$ cat config.mk
export PLATFORM = sky130hd
export DESIGN_NAME = fsm_seq_ctrl
export DESIGN_NICKNAME = d
export VERILOG_FILES = /design/src/rtl/fsm_seq_ctrl.sv
export SDC_FILE = /design/constraint.sdc
export NUM_CORES = 1
export LEC_CHECK = 0
export ABC_AREA = 0
export ABC_CLOCK_PERIOD_IN_PS = 8000
export CAP_MARGIN = 0
export CORE_MARGIN = 2
export CORE_UTILIZATION = 60
export DETAILED_ROUTE_END_ITERATION = 8
export PLACE_DENSITY = 0.81
export SETUP_SLACK_MARGIN = 0.1
export SYNTH_ARGS = -nofsm -noshare
export SYNTH_HDL_FRONTEND = slang
export SYNTH_SLANG_ARGS = --single-unit
export TNS_END_PERCENT = 20
$ cat constraint.sdc
create_clock -name clk -period 8 [get_ports clk]
set_input_delay 1.6 -clock clk [delete_from_list [all_inputs] [get_ports clk]]
set_output_delay 1.6 -clock clk [all_outputs]
set_load 0.005 [all_outputs]
$ cat src/rtl/fsm_seq_ctrl.sv
// Run-length stimulus sequencer for the A/K1/K2 FSM: plays a (level, length) table onto A
// and counts K1/K2 rising edges during the run. Optional endless looping under FSM_SEQ_LOOP_EN.
module fsm_seq_ctrl #(
  parameter int SEG_AW = 3,
  parameter int LEN_W  = 16,
  parameter int CNT_W  = 16
) (
  input  logic              clk,
  input  logic              rst,
  input  logic              cfg_we,
  input  logic [SEG_AW-1:0] cfg_addr,
  input  logic              cfg_level,
  input  logic [LEN_W-1:0]  cfg_len,
  input  logic [SEG_AW:0]   nseg,
  input  logic              start,
  input  logic              abort,
`ifdef FSM_SEQ_LOOP_EN
  input  logic              loop,
`endif
  output logic              busy,
  output logic              done,
  output logic              aborted,
  output logic              fsm_A,
  input  logic              fsm_K1,
  input  logic              fsm_K2,
  output logic [CNT_W-1:0]  k1_cnt,
  output logic [CNT_W-1:0]  k2_cnt
);

  localparam int NSEG = 2**SEG_AW;
  localparam logic [SEG_AW:0] NSEG_V = (SEG_AW+1)'(NSEG);

  typedef enum logic [1:0] {S_IDLE, S_PLAY, S_DONE} state_t;

  state_t              r_state, w_state_nxt;
  logic                r_lvl [NSEG];
  logic [LEN_W-1:0]    r_len [NSEG];
  logic [SEG_AW-1:0]   r_seg_idx, w_seg_idx_nxt;
  logic [LEN_W-1:0]    r_len_cnt, w_len_cnt_nxt;
  logic [SEG_AW:0]     r_eff_nseg, w_eff_nseg_nxt;
  logic                r_a, w_a_nxt;
  logic                r_aborted, w_aborted_nxt;
  logic                r_loop, w_loop_nxt;
  logic                w_loop_in;
  logic                w_clr_cnt;
  logic [SEG_AW:0]     w_nseg_clamp;
  logic [SEG_AW-1:0]   w_seg_inc;
  logic                w_last;
  logic                r_k1_q, r_k1_prev, r_k2_q, r_k2_prev;
  logic [CNT_W-1:0]    r_k1_cnt, r_k2_cnt;
  logic                w_k1_edge, w_k2_edge;

`ifdef FSM_SEQ_LOOP_EN
  assign w_loop_in = loop;
`else
  assign w_loop_in = 1'b0;
`endif

  // A zero length still plays for one cycle, so the down-counter starts at max(len,1)-1.
  function automatic logic [LEN_W-1:0] f_reload(input logic [LEN_W-1:0] len);
    return (len == '0) ? '0 : len - 1'b1;
  endfunction

  assign w_nseg_clamp = (nseg > NSEG_V) ? NSEG_V : nseg;
  assign w_seg_inc    = r_seg_idx + 1'b1;
  assign w_last       = ({1'b0, r_seg_idx} == (r_eff_nseg - 1'b1));

  always_ff @(posedge clk or posedge rst) begin
    if (rst) begin
      r_state    <= S_IDLE;
      r_seg_idx  <= '0;
      r_len_cnt  <= '0;
      r_eff_nseg <= '0;
      r_a        <= 1'b0;
      r_aborted  <= 1'b0;
      r_loop     <= 1'b0;
    end else begin
      r_state    <= w_state_nxt;
      r_seg_idx  <= w_seg_idx_nxt;
      r_len_cnt  <= w_len_cnt_nxt;
      r_eff_nseg <= w_eff_nseg_nxt;
      r_a        <= w_a_nxt;
      r_aborted  <= w_aborted_nxt;
      r_loop     <= w_loop_nxt;
    end
  end

  always_comb begin
    w_state_nxt    = r_state;
    w_seg_idx_nxt  = r_seg_idx;
    w_len_cnt_nxt  = r_len_cnt;
    w_eff_nseg_nxt = r_eff_nseg;
    w_a_nxt        = r_a;
    w_aborted_nxt  = r_aborted;
    w_loop_nxt     = r_loop;
    w_clr_cnt      = 1'b0;
    case (r_state)
      S_IDLE: begin
        w_a_nxt = 1'b0;
        if (start) begin
          w_clr_cnt      = 1'b1;
          w_aborted_nxt  = 1'b0;
          w_eff_nseg_nxt = w_nseg_clamp;
          w_loop_nxt     = w_loop_in;
          if (w_nseg_clamp == '0) begin
            w_state_nxt = S_DONE;
          end else begin
            w_state_nxt   = S_PLAY;
            w_seg_idx_nxt = '0;
            w_len_cnt_nxt = f_reload(r_len[0]);
            w_a_nxt       = r_lvl[0];
          end
        end
      end
      S_PLAY: begin
        if (abort) begin
          w_state_nxt   = S_DONE;
          w_a_nxt       = 1'b0;
          w_aborted_nxt = 1'b1;
        end else if (r_len_cnt == '0) begin
          if (w_last && !r_loop) begin
            w_state_nxt = S_DONE;
            w_a_nxt     = 1'b0;
          end else if (w_last) begin
            w_seg_idx_nxt = '0;
            w_len_cnt_nxt = f_reload(r_len[0]);
            w_a_nxt       = r_lvl[0];
          end else begin
            w_seg_idx_nxt = w_seg_inc;
            w_len_cnt_nxt = f_reload(r_len[w_seg_inc]);
            w_a_nxt       = r_lvl[w_seg_inc];
          end
        end else begin
          w_len_cnt_nxt = r_len_cnt - 1'b1;
        end
      end
      S_DONE: begin
        w_a_nxt     = 1'b0;
        w_state_nxt = S_IDLE;
      end
      default: begin
        w_a_nxt     = 1'b0;
        w_state_nxt = S_IDLE;
      end
    endcase
  end

  // The table is frozen while a run is playing.
  always_ff @(posedge clk or posedge rst) begin
    if (rst) begin
      for (int i = 0; i < NSEG; i++) begin
        r_lvl[i] <= 1'b0;
        r_len[i] <= '0;
      end
    end else if (cfg_we && (r_state != S_PLAY)) begin
      r_lvl[cfg_addr] <= cfg_level;
      r_len[cfg_addr] <= cfg_len;
    end
  end

  assign w_k1_edge = r_k1_q & ~r_k1_prev;
  assign w_k2_edge = r_k2_q & ~r_k2_prev;

  always_ff @(posedge clk or posedge rst) begin
    if (rst) begin
      r_k1_q    <= 1'b0;
      r_k1_prev <= 1'b0;
      r_k2_q    <= 1'b0;
      r_k2_prev <= 1'b0;
      r_k1_cnt  <= '0;
      r_k2_cnt  <= '0;
    end else begin
      r_k1_q    <= fsm_K1;
      r_k1_prev <= r_k1_q;
      r_k2_q    <= fsm_K2;
      r_k2_prev <= r_k2_q;
      if (w_clr_cnt) begin
        r_k1_cnt <= '0;
        r_k2_cnt <= '0;
      end else if (r_state == S_PLAY) begin
        if (w_k1_edge && (r_k1_cnt != '1)) r_k1_cnt <= r_k1_cnt + 1'b1;
        if (w_k2_edge && (r_k2_cnt != '1)) r_k2_cnt <= r_k2_cnt + 1'b1;
      end
    end
  end

  assign busy    = (r_state == S_PLAY);
  assign done    = (r_state == S_DONE);
  assign aborted = r_aborted;
  assign fsm_A   = r_a;
  assign k1_cnt  = r_k1_cnt;
  assign k2_cnt  = r_k2_cnt;

endmodule
==> results of run 1 <==
-- kinds of logic (layout without fill, tap and decap cells) --
logic type               count (synthesis)  after routing  synth area share
AO/OA/AOI/OAI                           84             84            0.0579
XOR/XNOR                                54             54            0.0470
flip-flops                             199            199             0.487
AND/OR/NAND/NOR                        223            223             0.110
multiplexers                           207            207             0.260
adder cells (fa/ha/maj)                  8              8           0.00979
buffers and inverters                   56            126            0.0278
-- layout make-up --
cell class	count	area, µm²
clock buffers	21	470
clock inverters	11	88.8
fillers	1210	5060
inverters	21	86.3
multi-input cells	576	4970
flip-flops and latches	199	4980
well taps	220	275
repair buffers	73	713
-- worst max-delay path: cells and delay by family, from the launching register on --
kind / cells / cell delay (ns)
compound gates: 2 / 0.46
fa+ha+maj: 2 / 1.26
flops: 1 / 0.42
mux: 2 / 0.92
simple gates: 3 / 0.97
-- per-stage QoR --
stage	utilization	area (µm²)	setup WS [ns]	total power [mW]	hold slack, ns
after floorplan	-	10200	0.974	2.67	0.346
after global placement	0.663	11000	3.63	2.96	0.357
after detailed placement	0.663	11000	3.62	3.03	0.364
after CTS	0.696	11600	3.79	3.86	0.379
after global routing	0.696	11600	3.54	4.08	0.390
final	0.696	11600	3.78	3.86	0.375
-- placed cells by master, fill, tap and decap left out, drive strengths merged, types with 4 or more instances in the layout --
cell type / instances
a21oi: 17
and3: 6
buf: 7
clkbuf: 21
clkdlybuf4s50: 66
clkinv: 4
dfrtp: 199
ha: 8
inv: 26
mux2: 136
mux2i: 41
mux4: 30
nand2: 47
nand2b: 4
nand3: 21
nand4: 11
nor2: 72
nor2b: 4
nor3: 18
nor4: 9
o211ai: 8
o21ai: 25
o221ai: 6
o22ai: 4
or3: 11
xnor2: 24
xor2: 30
-- how the worst max path moves through the flow --
stage               slack, ns                     start                         to
floorplan                0.97                       rst        aborted$_DFFE_PP0P_
global placement         3.63                   nseg[0]  r_len_cnt[11]$_DFFE_PP0P_
detailed placement       3.62                   nseg[1]  r_len_cnt[11]$_DFFE_PP0P_
CTS                      3.79  r_seg_idx[1]$_DFFE_PP0P_  r_len_cnt[11]$_DFFE_PP0P_
global route             3.54  r_seg_idx[1]$_DFFE_PP0P_  r_len_cnt[11]$_DFFE_PP0P_
finish                   3.78  r_seg_idx[1]$_DFFE_PP0P_  r_len_cnt[11]$_DFFE_PP0P_
-- per-layer routing --
layer  part of all wire  vias to the layer above  track usage
li1                   -                     3150            -
met1               0.44                     3522        0.361
met2               0.49                      189        0.420
met3              0.040                       50       0.0387
met4              0.028                        0       0.0953
met5                  0                        -            0
-- report_power, final --
| group | internal [mW] | total, mW | switching (mW) |
|---|---|---|---|
| registers | 1.42 | 1.72 | 0.303 |
| clock network | 0.429 | 0.819 | 0.390 |
| logic | 0.691 | 1.32 | 0.625 |
-- flip-flops by register name (all words and copies together) (netlist names), 2 cells and up --
| register | flops |
|---|---|
| r_len | 128 |
| k1_cnt | 16 |
| k2_cnt | 16 |
| r_len_cnt | 16 |
| r_lvl | 8 |
| r_eff_nseg | 4 |
| r_seg_idx | 3 |
| r_state | 2 |
==> run metrics, run 1 <==
# rows 47; Synth Area per Inst 12.3 µm²; status completed; synthesized net count 870; Detail Placement HPWL about 14000 µm; Die Ht 135 µm; Die Area 18100 µm²; worst-path cell chain ha_2 > mux4_2 > mux2i_2 > ha_1 > nand2_1 > or3_4 > o31ai_4 > nand2b_1 > o221ai_1; Die X 135 µm; CP Data Required Time ~8.3 ns; sequential fraction of the synthesis area 0.487; Synth Flop Type dfrtp_1; Warnings, synthesis 0; port buffer count 66; CTS tree done; critical path class flip-flop to flip-flop; vias per inst 6.17; Slew @ Worst Pin 1.19 ns; placed cells 1089; Reg2Reg Depth 9; hold wc startpoint r_k1_q$_DFF_PP0_; first-pass GRT wire length about 36000 µm; fmax 237 MHz; Distinct cells, synth 64; crit path max fanout 32; slowest stage cell on the critical path ha_2; DRC errors left 0; EDFF count, synth 0; initial core utilization 0.614; Synth top cells by count dfrtp_1 (199), mux2_2 (136), nor2_1 (72), nand2_1 (47), mux2i_1 (38); Area Growth Syn to Fin 13.4%; clock slew seen by the registers of the worst setup and hold paths 0.06 ns; synthesized flop and latch total 199; Final Hold Violating Endpoints 0; final global-route overflow total 0; post-route setup TNS 0 ns; Max stage delay on crit path 0.97 ns; final std cells w/o fill 1121; H-Tree Depth 4; initial antenna violation count 0; Final ANT Viol Nets 0; drt wl/cell 19.8 µm; Worst R2R Setup Slack 3.78 ns; max_cap viols 0; Root Buffer clkbuf_16; routability cong. 0.889; Final min period 4.22 ns; post-synthesis async set-or-reset flop share 1.00; Final Skew 0.0121 ns; IR drop worst, VDD slightly below 0.0002 V; Post-CTS Setup Bufs 0; Clock Sinks 199; Yosys top cell area share 0.487; Top Ports 67; top cell type by total area after synthesis dfrtp_1; number of antenna diodes 0; max-slew violation count 0; Max-slew headroom 0.203; Worst Hold End r_k1_prev$_DFF_PP0_; CTS Buf Count 17; CTS Buffer Depth 2; startpoint types flip-flop; worst reg2reg path startpoint r_seg_idx[1]$_DFFE_PP0P_; Resize count post-CTS 0; total wire length 22200 µm; RSZ-0062 raised after global routing no; layout cell share with drive strength beyond 1 0.249; Mapped Area 10200 µm²; clk_lat worst skew 0.43 ns; Final Cycle Share 0.528; largest net degree at the start of global routing 130; dominant cell by count in the synthesized netlist dfrtp_1; reg-to-reg endpoint r_len_cnt[11]$_DFFE_PP0P_; Synth area leaders dfrtp_1 (49%), mux2_2 (15%), mux4_2 (5.9%); P per Cell Area 333 nW/µm²; Leak roughly 4.7 nW; Syn Inst Count 831; Worst Hold Class flip-flop to flip-flop; drt first pass iters 8; final setup fails 0; Vias around 6900; CTS Hold Buffers Added 0; Crit. End Element flip-flop; vias in the first global route ~7000; nets@finish around 930; Overall Global Routing Usage 0.259; WP data arrival 4.49 ns; core area 16600 µm²; hold-critical path depth 0; drt initial violations 454
(Power assumes the default switching activity.)
==> run 2: changes to the inputs <==
--- a/config.mk
+++ b/config.mk
@@ -6,12 +6,12 @@
 export NUM_CORES = 1
 export LEC_CHECK = 0
 export ABC_AREA = 0
-export ABC_CLOCK_PERIOD_IN_PS = 8000
+export ABC_CLOCK_PERIOD_IN_PS = 3700
 export CAP_MARGIN = 0
 export CORE_MARGIN = 2
-export CORE_UTILIZATION = 60
+export CORE_UTILIZATION = 54
 export DETAILED_ROUTE_END_ITERATION = 8
-export PLACE_DENSITY = 0.81
+export PLACE_DENSITY = 0.77
 export SETUP_SLACK_MARGIN = 0.1
 export SYNTH_ARGS = -nofsm -noshare
 export SYNTH_HDL_FRONTEND = slang
==> constraint.sdc (replaced) <==
create_clock -name clk -period 3.7 [get_ports clk]
set_input_delay 0.74 -clock clk [delete_from_list [all_inputs] [get_ports clk]]
set_output_delay 0.74 -clock clk [all_outputs]
set_load 0.005 [all_outputs]
==> run 2 against run 1 <==
Global-route usage fell by 1.4 points; core utilization decreased by 6.3 points; clock power rose by 130%; critical path depth did not move; largest cell class unchanged.
==> run metrics, run 2 (same netlist as run 1, synthesis figures left out) <==
post-route setup TNS 0 ns (unchanged); Max stage delay on crit path 0.54 ns (was 0.97 ns); CTS Buf Count 17 (unchanged); Clock Sinks 199 (unchanged); Top reg by flops r_len (unchanged); CP Data Required Time 3.99 ns (was 8.27 ns); vias per inst 6.09 (was 6.17); number of flip-flops in the largest register 128 (unchanged); # rows 50 (was 47); Max-slew headroom 0.284 (was 0.203); CTS Hold Buffers Added 0 (unchanged); total power 8.56 mW (was 3.86 mW); Slew @ Worst Pin 1.07 ns (was 1.19 ns); drt initial violations 485 (was 454); initial antenna violation count 0 (unchanged); Final min period 3.37 ns (was 4.22 ns); CTS Buffer Depth 2 (unchanged); Worst R2R Setup Slack 0.33 ns (was 3.78 ns); max_cap viols 0 (unchanged); RSZ-0062 raised after global routing no (unchanged); Die Area 20000 µm² (was 18100 µm²); layout cell share with drive strength beyond 1 0.262 (was 0.249); Final Skew 0.0112 ns (was 0.0121 ns); WP data arrival 3.66 ns (was 4.49 ns); leading cell type in the layout, fill and taps excluded dfrtp_1 (unchanged); fmax 297 MHz (was 237 MHz); drt first pass iters 5 (was 8); Final Cycle Share 0.911 (was 0.528); port buffer count 66 (unchanged); CP bufs+invs 0 (unchanged); first-pass GRT wire length 38200 µm (was 36500 µm); drt wl/cell 20.1 µm (was 19.8 µm); critical path class flip-flop to flip-flop (unchanged); worst-path cell chain ha_2 > mux4_2 > mux2i_2 > ha_1 > nand2_1 > or3_4 > o31ai_4 > nand2b_4 > o211ai_1 (was ha_2 > mux4_2 > mux2i_2 > ha_1 > nand2_1 > or3_4 > o31ai_4 > nand2b_1 > o221ai_1); routability cong. 0.948 (was 0.889); total wire length 23200 µm (was 22200 µm); largest net degree at the start of global routing 54 (was 130); status completed (unchanged); Die Ht 142 µm (was 135 µm); number of antenna diodes 0 (unchanged); IR drop worst, VDD 0.000373 V (was 0.000198 V); Finished Core Util 0.633 (was 0.696); Final Hold Violating Endpoints 0 (unchanged); Overall Global Routing Usage 0.245 (was 0.259); Leak 4.77 nW (was 4.66 nW); Die X 142 µm (was 135 µm); final global-route overflow total 0 (unchanged); clk_lat worst skew 0.44 ns (was 0.43 ns); Crit. End Element flip-flop (unchanged); core area 18600 µm² (was 16600 µm²); final setup fails 0 (unchanged); Root Buffer clkbuf_16 (unchanged); hold_ws 0.389 ns (was 0.375 ns); Setup WS post-layout 0.330 ns (was 3.78 ns); most frequent cells in the layout dfrtp_1 (198), mux2_2 (136), nor2_1 (72) (unchanged); startpoint types flip-flop (unchanged); crit path max fanout 11 (was 32); initial core utilization 0.548 (was 0.614); # fillers 1429 (was 1210); vias in the first global route 7011 (was 6915); CTS tree done (unchanged); max-slew violation count 0 (unchanged); Final ANT Viol Nets 0 (unchanged); Area Growth Syn to Fin 15.5% (was 13.4%); Worst Hold Class flip-flop to flip-flop (unchanged); P per Cell Area 725 nW/µm² (was 333 nW/µm²); H-Tree Depth 4 (unchanged); dpl ws 0.101 ns (was 3.62 ns); Vias 7014 (was 6911); clock slew seen by the registers of the worst setup and hold paths 0.07 ns (was 0.06 ns); Top Ports 67 (unchanged); DRC errors left 0 (unchanged); Detail Placement HPWL 15700 µm (was 14400 µm); nets@finish 943 (was 927); CP delay by family, top multiplexers (was adder cells); slowest stage cell on the critical path mux4_2 (was ha_2)
## run 2: cell count changes in the layout (fill, tap and decap cells not counted)
cell | before | now
nand2b_4 | 0 | 1
clkbuf_1 | 1 | 2
buf_4 | 7 | 20
clkinv_2 | 2 | 0
inv_6 | 4 | 3
nand2b_1 | 4 | 3
buf_12 | 0 | 3
bufinv_16 | 0 | 2
clkinv_4 | 2 | 4
inv_8 | 2 | 1
clkbuf_8 | 3 | 2
## run 2: final timing paths
kind	from	endpoint	cells past startpoint
setup / recovery	r_seg_idx[1]$_DFFE_PP0P_	r_len_cnt[14]$_DFFE_PP0P_	9
hold / removal	r_k1_q$_DFF_PP0_	r_k1_prev$_DFF_PP0_	0
setup reg to reg	r_seg_idx[1]$_DFFE_PP0P_	r_len_cnt[14]$_DFFE_PP0P_	9
hold reg to reg	r_k1_q$_DFF_PP0_	r_k1_prev$_DFF_PP0_	0
max in group asynchronous	rst	k2_cnt[7]$_DFFE_PP0P_	4
min in group asynchronous	rst	r_len[51]$_DFFE_PP0P_	2
## run 2: what timing repair did
| action | CTS | global route |
|---|---|---|
| resized for setup | 0 | 2 |
| endpoints found under the setup margin | 0 | 11 |
| buffers inserted | 0 | 0 |
| endpoints found under the hold margin | 0 | 0 |
## run 2: per-layer routing
layer | global-route usage | up-vias | routed length, µm
met2 | 0.392 | 214 | 11300
li1 | - | 3174 | -
met4 | 0.0689 | 0 | 374
met3 | 0.0469 | 28 | 1100
met1 | 0.345 | 3598 | 10400
met5 | 0 | - | 0
## run 2: power breakdown
part,total (mW),switching [mW],leakage (nW),internal (mW)
logic,2.93,1.40,2.01,1.54
clock network,1.89,0.841,0.291,1.05
registers,3.74,0.673,2.46,3.07
## run 2: final cells by class
cell class | instances | area (µm²) | share of cell area
repair buffers | 89 | 871 | 0.0738
inverters | 21 | 82.6 | 0.00699
clock buffers | 21 | 460 | 0.0390
multi-input cells | 576 | 4980 | 0.422
clock inverters | 11 | 140 | 0.0119
well taps | 234 | 293 | 0.0248
flip-flops and latches | 199 | 4980 | 0.422
## run 2: worst reg2reg max path, delay by kind of cell, from the launching register on
| family | cells | cell delay (ns) |
|---|---|---|
| compound gates | 2 | 0.39 |
| flops | 1 | 0.41 |
| mux | 2 | 0.87 |
| simple gates | 3 | 0.78 |
| fa+ha+maj | 2 | 0.79 |
## run 2: metrics by stage
stage               instances  instance area [µm²]
finish                   1151                11800
global route             1151                11800
CTS                      1151                11800
detailed placement       1119                11200
global placement         1119                11200
floorplan                 831                10200
